$ cat config.mk
export PLATFORM = sky130hd
export DESIGN_NAME = rom_burst_reader
export DESIGN_NICKNAME = d
export VERILOG_FILES = /design/src/rtl/rom_burst_reader.sv
export SDC_FILE = /design/constraint.sdc
export NUM_CORES = 1
export LEC_CHECK = 0
export BUFFER_PORTS_ARGS = -buffer_cell sky130_fd_sc_hd__buf_2
export CAP_MARGIN = 20
export CORE_MARGIN = 2
export CORE_UTILIZATION = 35
export CTS_BUF_LIST = sky130_fd_sc_hd__clkbuf_8
export CTS_CLUSTER_SIZE = 40
export DETAILED_ROUTE_END_ITERATION = 8
export MAX_ROUTING_LAYER = met4
export PLACE_DENSITY_LB_ADDON = 0.05
export SETUP_SLACK_MARGIN = 0.3
export SLEW_MARGIN = 25
export SYNTH_ARGS = -nofsm -noshare
export SYNTH_HDL_FRONTEND = slang
export SYNTH_SLANG_ARGS = --single-unit
$ cat constraint.sdc
create_clock -name clk_i -period 3.1 [get_ports clk_i]
set_clock_uncertainty 0.15 [all_clocks]
set_input_delay 0 -clock clk_i [delete_from_list [all_inputs] [get_ports clk_i]]
set_output_delay 0 -clock clk_i [all_outputs]
set_load 0.1 [all_outputs]
$ cat src/rtl/rom_burst_reader.sv
// rom_burst_reader: multi-bank ROM burst reader with a 2-entry skid buffer on a valid/ready stream
module rom_burst_reader #(
  parameter int ADDR_WIDTH = 3,
  parameter int WORD_SIZE = 8,
  parameter int NUM_BANKS = 1,
  parameter logic [NUM_BANKS*(2**ADDR_WIDTH)*WORD_SIZE-1:0] INIT_DATA = '0
) (
  input  logic                           clk_i,
  input  logic                           reset_i,
  input  logic                           cmd_valid_i,
  output logic                           cmd_ready_o,
  input  logic [ADDR_WIDTH-1:0]          cmd_addr_i,
  input  logic [ADDR_WIDTH-1:0]          cmd_len_i,
  output logic                           data_valid_o,
  input  logic                           data_ready_i,
  output logic [NUM_BANKS*WORD_SIZE-1:0] data_o,
  output logic                           last_o,
  output logic                           busy_o
);
  localparam int DEPTH = 2**ADDR_WIDTH;
  localparam int DW = NUM_BANKS*WORD_SIZE;
  typedef enum logic [1:0] {IDLE, READ, DRAIN} state_t;
  state_t state;
  logic [ADDR_WIDTH-1:0] rd_addr, remaining;
  logic [WORD_SIZE-1:0] rom [NUM_BANKS][DEPTH];
  logic [DW-1:0] rom_word, rom_q;
  logic rom_last, inflight, pop, issue;
  logic [DW:0] buf0, buf1;
  logic [1:0] occ, used;
  for (genvar b = 0; b < NUM_BANKS; b++) begin : g_bank
    for (genvar i = 0; i < DEPTH; i++) begin : g_word
      assign rom[b][i] = INIT_DATA[(b*DEPTH+i)*WORD_SIZE +: WORD_SIZE];
    end
    assign rom_word[b*WORD_SIZE +: WORD_SIZE] = rom[b][rd_addr];
  end
  always_comb begin
    data_valid_o = occ != 2'd0;
    data_o = buf0[DW-1:0];
    last_o = data_valid_o && buf0[DW];
    pop = data_valid_o && data_ready_i;
    used = occ + {1'b0, inflight};
    issue = state == READ && (used < 2'd2 || (used == 2'd2 && pop));
  end
  always_ff @(posedge clk_i)
    if (reset_i) begin
      state <= IDLE;
      cmd_ready_o <= 1'b1;
      busy_o <= 1'b0;
      rd_addr <= '0;
      remaining <= '0;
    end else
      case (state)
        IDLE:
          if (cmd_valid_i) begin
            state <= READ;
            cmd_ready_o <= 1'b0;
            busy_o <= 1'b1;
            rd_addr <= cmd_addr_i;
            remaining <= cmd_len_i;
          end
        READ:
          if (issue) begin
            rd_addr <= rd_addr + 1'b1;
            remaining <= remaining - 1'b1;
            if (remaining == '0) state <= DRAIN;
          end
        DRAIN:
          if (pop && buf0[DW]) begin
            state <= IDLE;
            cmd_ready_o <= 1'b1;
            busy_o <= 1'b0;
          end
        default: state <= IDLE;
      endcase
  always_ff @(posedge clk_i)
    if (reset_i) begin
      rom_q <= '0;
      rom_last <= 1'b0;
      inflight <= 1'b0;
      occ <= 2'd0;
      buf0 <= '0;
      buf1 <= '0;
    end else begin
      inflight <= issue;
      if (issue) begin
        rom_q <= rom_word;
        rom_last <= remaining == '0;
      end
      if (inflight && (occ == 2'd0 || (occ == 2'd1 && pop))) buf0 <= {rom_last, rom_q};
      else if (pop) buf0 <= buf1;
      if (inflight && ((occ == 2'd1 && !pop) || occ == 2'd2)) buf1 <= {rom_last, rom_q};
      occ <= occ + {1'b0, inflight} - {1'b0, pop};
      assert (!(inflight && !pop && occ == 2'd2));
    end
endmodule

==> flow_summary.toml, run 1 <==
[route]
drt-wirelength-per-cell_um = 10.12
route.detailed.drc = 0
drtIter0Drc = 16
dr.pass1.iters = 3
viasPerCell = 4.561
antenna_left = 0
routed_wirelength_um = 1336
vias = 602

[grt]
gr-total-overflow = 0
antenna_found_initial = 0
grt_pass1_vias = 543
grt_pass1_wl_um = 2311
grt_max_degree = 14
track_usage_pct = 12.83

[cts]
holdBufCountCts = 7
clkSinkCount = 13
htree_num_levels = 1
clk_pin_slew_worst_paths_ns = 0.05
cts_tree = "built"
clock_path_buffers = 2
root_buffer = "clkbuf_8"
cts_resized = 0
cts_made_buffers = 3
post_cts_buffers = 0
worstSkewPairLatency_ns = 0.24

[setup_path]
worstRegToRegCells = 6
crit_type = "register to register"
rr_endpoint = "remaining[2]"
critPathMaxFanout = 9
r2r_start = "inflight"
worstPathRequired_ns = 3.13
arrival_ns = 2.51
path_cells = "ha_1, nand2b_1, a221o_1, or2_1, a211oi_1, dlygate4sd3_1"
startpoint_type = "register"
crit_path_top_delay_cell = "dlygate4sd3_1"
end_kind = "register"
r2r_slack_ns = 0.62
max_stage_delay_ns = 0.57

[placement]
io_buffers = 10
pre_cts_ws_ns = 1.154
hpwl_um = 1032
place.gp.congestion = 0.7368
placed_area_um2 = 750.7
dp.cells = 121

[logic_synthesis]
seq_area_frac_synth_pct = 36.17
synth_top_area_share_pct = 36.17
synthFlopType = "dfxtp_1"
yosysMostFrequentCell = "dfxtp_1"
syn-cell-area_um2 = 719.4
synth-edff-count = 0
yosys.area.top_type = "dfxtp_1"
synthCells = 88
ys_warn_count = 0
synth.avg_cell_area_um2 = 8.175
synth_commonest_cells = "dfxtp_1, nor2_1, buf_4, inv_1, o21ai_0"
netlist-cell-type-count = 29
ys_async_sr_fraction_pct = 0
synth-seq-cells = 13
synthTopCellsByArea = "dfxtp_1, buf_4, ha_1"

[timing]
period_share_pct = 79.92
fmax_mhz = 403.7
period_needed_ns = 2.477
setup_violations = 0
setup_slack_ns = 0.6226
setup_tns_ns = 0
rsz0062_at_grt = "false"
drv_slew = 0
finalHoldViolCount = 0

[final_layout]
area_growth_pct = 20.35
final_layout_size_suffix_gt1_share_pct = 12.38
post-route-cell-area_um2 = 865.8
antenna_cells = 0
nets = 120
fin_cells = 132

[die]
die_width_um = 49.34
io_pins = 22
coreArea_mm2 = 0.001942
start_util_pct = 37.05
die-area_mm2 = 0.002434
die_h_um = 49.34
core.rowCount = 16

[power]
p_total_w = 0.0007580
leakage_nw = 0.4128
power_density_mw_per_mm2 = 875.5
ir_drop_v = 0.0004142

[worst_hold_path]
hold_path_class = "input port to register"
hp-start = "data_ready_i"
hold_depth = 3
hold_end = "cmd_ready_o"

[status]
status = "complete, no violations"

[job]
cap_violations = 0
==> final cells by class <==
type | instances | area [um^2]
fill | 223 | 1076
multi-input combinational | 63 | 376.6
timing repair buffer | 17 | 120.1
tap | 27 | 33.78
clock buffer | 3 | 41.29
clock inverter | 1 | 3.754
inverter | 8 | 30.03
sequential | 13 | 260.3
==> worst max path at each step <==
stage | start | endpoint | slack, ns | depth (start not counted)
after floorplan | occ[1] | last_o | 0.98 | 3
after global placement | inflight | remaining[2] | 1.15 | 5
after detailed placement | inflight | remaining[2] | 1.15 | 5
after CTS | inflight | remaining[2] | 0.61 | 6
after global routing | inflight | remaining[1] | 0.39 | 6
final | inflight | remaining[2] | 0.62 | 6
==> stage by stage <==
step                hold WS, ns  util [%]
floorplan              -0.07724         -
CTS                    0.003567     44.59
finish                 0.005569     44.59
detailed placement       0.1482     38.66
global route            0.04305     44.59
global placement         0.1425     38.66
==> cell usage in the layout (no fill, tap or decap) <==
cell / count
a22o_1: 1
o211ai_1: 1
nand2b_1: 4
or2_1: 2
dfxtp_1: 13
nor2b_1: 2
a221o_1: 1
xor2_1: 1
a221oi_1: 1
inv_1: 9
a211oi_1: 2
nand2_1: 2
a21oi_1: 3
nand3_1: 5
clkbuf_8: 3
buf_2: 10
o21a_1: 1
mux2i_1: 2
o21ai_0: 6
a31oi_1: 1
a2bb2oi_1: 1
ha_1: 4
dlygate4sd3_1: 7
xnor2_1: 1
and2_1: 1
nor3_1: 1
or3_1: 1
conb_1: 8
nor2_1: 11
==> flip-flops by register name, indices dropped and copies added, names as in the netlist <==
name,count
cmd_ready_o,1
rom_last,1
state,2
occ,2
buf1,1
remaining,3
buf0,1
inflight,1
busy_o,1
==> report_power, final <==
group / switching, W / internal, W
Sequential: 0.0000315 / 0.000203
Combinational: 0.000266 / 0.000110
Clock: 0.0000599 / 0.0000873
==> layer usage <==
layer  GRT usage, %  vias to the layer above  share of wire [%]
li1               -                      311                  -
met3          2.147                        5                4.8
met1          13.91                      273                 46
met2          21.40                       13                 46
met4          8.571                        0                3.3
met5              -                        -                  0
==> worst max-delay path, delay by kind of cell (launching register included) <==
family | cells | cell delay, ns
AOI/OAI and AO/OA | 2 | 0.65
DFF | 1 | 0.33
and+or+nand+nor | 2 | 0.41
buffers and inverters | 1 | 0.57
adders and majority gates | 1 | 0.30
==> kinds of logic after synthesis <==
logic type | share of synthesized area [%]
AND/OR/NAND/NOR | 19.65
buffers and inverters | 15.13
AO/OA/AOI/OAI | 16.35
flip-flops | 36.17
adder cells (fa/ha/maj) | 6.957
XOR/XNOR | 2.435
multiplexers | 2.783
other | 0.5212
(Power assumes the default switching activity.)
==> inputs of run 2 (changes only) <==
--- a/config.mk
+++ b/config.mk
@@ -5,6 +5,7 @@
 export SDC_FILE = /design/constraint.sdc
 export NUM_CORES = 1
 export LEC_CHECK = 0
+export ABC_AREA = 1
 export BUFFER_PORTS_ARGS = -buffer_cell sky130_fd_sc_hd__buf_2
 export CAP_MARGIN = 20
 export CORE_MARGIN = 2
==> constraint.sdc (replaced) <==
create_clock -name clk_i -period 2.3 [get_ports clk_i]
set_clock_uncertainty 0.15 [all_clocks]
set_input_delay 0 -clock clk_i [delete_from_list [all_inputs] [get_ports clk_i]]
set_output_delay 0 -clock clk_i [all_outputs]
set_load 0.1 [all_outputs]
==> run 2 against run 1 <==
- die area is 3.0% higher
- fmax rose by 73%
- sequential cell count unchanged
- worst hold slack improved by 0.016 ns
- count of clock-buffer cells in the layout stayed put
- clock power rose by 35%
- synthesized area increased by 3.3%
- sequential power rose by 28%
- synthesized cell count increased by 16%
- final cell count increased by 9.8%
- power grew 30%
- critical endpoint is now remaining[0]
- largest cell class unchanged
==> flow_summary.toml, run 2 <==
[die]
coreArea_mm2 = 0.001982
die_h_um = 50.08
start_util_pct = 37.50
die_width_um = 50.08
io_pins = 22
die-area_mm2 = 0.002508
core.rowCount = 16

[logic_synthesis]
syn-cell-area_um2 = 743.2
ys_warn_count = 0
synth-edff-count = 0
synthTopCellsByArea = "dfxtp_1, nand2_1, buf_4"
seq_area_frac_synth_pct = 35.02
synth_top_area_share_pct = 35.02
netlist-cell-type-count = 16
synthFlopType = "dfxtp_1"
ys_async_sr_fraction_pct = 0
synth_commonest_cells = "nand2_1, dfxtp_1, inv_1"
synthCells = 102
synth-seq-cells = 13
yosysMostFrequentCell = "nand2_1"
yosys.area.top_type = "dfxtp_1"
synth.avg_cell_area_um2 = 7.286

[route]
drtIter0Drc = 12
drt-wirelength-per-cell_um = 8.959
viasPerCell = 4.255
route.detailed.drc = 0
antenna_left = 0
routed_wirelength_um = 1299
vias = 617
dr.pass1.iters = 4

[final_layout]
antenna_cells = 0
largest_reg_flops = 3
fillers = 231
top_regs = "remaining x3, occ x2, state x2"
final_layout_size_suffix_gt1_share_pct = 21.19
final_common_cell = "nand2_1"
multi_input_area_um2 = 392.9
top_register = "remaining"
most-common-layout-cells = "nand2_1, inv_1, dfxtp_1"
nets = 133
area_growth_pct = 17.34
seq_area_um2 = 260.3
fin_cells = 145

[cts]
cts_tree = "built"
cts_resized = 0
clk_pin_slew_worst_paths_ns = 0.06
worstSkewPairLatency_ns = 0.24
root_buffer = "clkbuf_8"
htree_num_levels = 1
holdBufCountCts = 3
post_cts_buffers = 0
clkSinkCount = 13
cts_made_buffers = 3
clock_path_buffers = 2

[grt]
grt_pass1_vias = 575
track_usage_pct = 12.93
grt_max_degree = 9
antenna_found_initial = 0
grt_pass1_wl_um = 2352
gr-total-overflow = 0

[setup_path]
crit_path_top_delay_cell = "dfxtp_1"
worstPathRequired_ns = 2.28
arrival_ns = 1.42
max_stage_delay_ns = 0.32
end_kind = "register"
r2r_slack_ns = 0.87
crit_type = "register to register"
critPathMaxFanout = 7
cpLargestDelayFamily = "simple AND/OR/NAND/NOR gates"
startpoint_type = "register"
critPathBufInv = 1
path_cells = "ha_1, inv_1, nand3_4, nand2_4, nand2_4, nand2_2, nand2_1, nand2_1, nor2_2"

[placement]
dp.cells = 138
hpwl_um = 1042
io_buffers = 10
place.gp.congestion = 0.6784

[status]
status = "complete, no violations"

[power]
leakage_nw = 0.4318
power_density_mw_per_mm2 = 1134
ir_drop_v = 0.0005810
p_total_w = 0.0009885

[timing]
period_needed_ns = 1.434
drv_slew = 0
finalHoldViolCount = 0
setup_tns_ns = 0
period_share_pct = 62.35
rsz0062_at_grt = "false"
setup_violations = 0
fmax_mhz = 697.3
holdWs_ns = 0.02186

[job]
cap_violations = 0

[worst_hold_path]
hold_path_class = "input port to register"
[run 2: layout make-up]
class / instances / area share [%]
Multi-Input combinational cell: 72 / 45.05
Sequential cell: 13 / 29.84
Timing Repair Buffer: 13 / 9.182
Inverter: 16 / 6.887
Clock buffer: 3 / 4.735
Tap cell: 27 / 3.874
Clock inverter: 1 / 0.4304
[run 2: report_power, final]
group / switching, W / total (W) / internal, W
clock: 0.0000806 / 0.000198 / 0.000118
combinational: 0.000369 / 0.000490 / 0.000121
sequential: 0.0000267 / 0.000300 / 0.000274
[run 2: worst paths after layout]
| kind | startpoint | to | depth (start not counted) |
|---|---|---|---|
| worst max-delay path | inflight | remaining[0] | 9 |
| worst min register to register | buf1[8] | buf1[8] | 2 |
| worst min-delay path | cmd_len_i[0] | remaining[0] | 7 |
| worst max register to register | inflight | remaining[0] | 9 |
[run 2: worst min-delay path, cell delays in order]
cell and delay [ns]:
buf_2 0.07, nand2_1 0.04, o21ai_0 0.06, inv_1 0.04
nand2_1 0.05, nand2_1 0.05, nor2_2 0.06
[run 2: cell families after synthesis]
group / Yosys count / share of synthesized area [%]
compound gates: 19 / 13.13
fa+ha+maj: 4 / 6.734
buf+inv: 24 / 16.16
flops: 13 / 35.02
other cells: 1 / 0.5046
simple gates: 41 / 28.45
[run 2: per-stage QoR]
step	setup slack, ns	area, um^2	utilization [%]
6_report	0.8659	872.1	44.00
2_1_floorplan	0.3339	773.2	-
3_3_place_gp	0.8705	797.0	40.21
4_1_cts	0.8494	872.1	44.00
5_1_grt	0.7494	872.1	44.00
3_5_place_dp	0.8638	797.0	40.21
[run 2: layer usage]
metal | vias to the layer above | wire, um | GRT usage, %
li1 | 338 | - | -
met1 | 263 | 602 | 13.97
met2 | 14 | 613 | 22.59
met3 | 2 | 69 | 3.636
met4 | 0 | 13 | 4.167
met5 | - | 0 | -
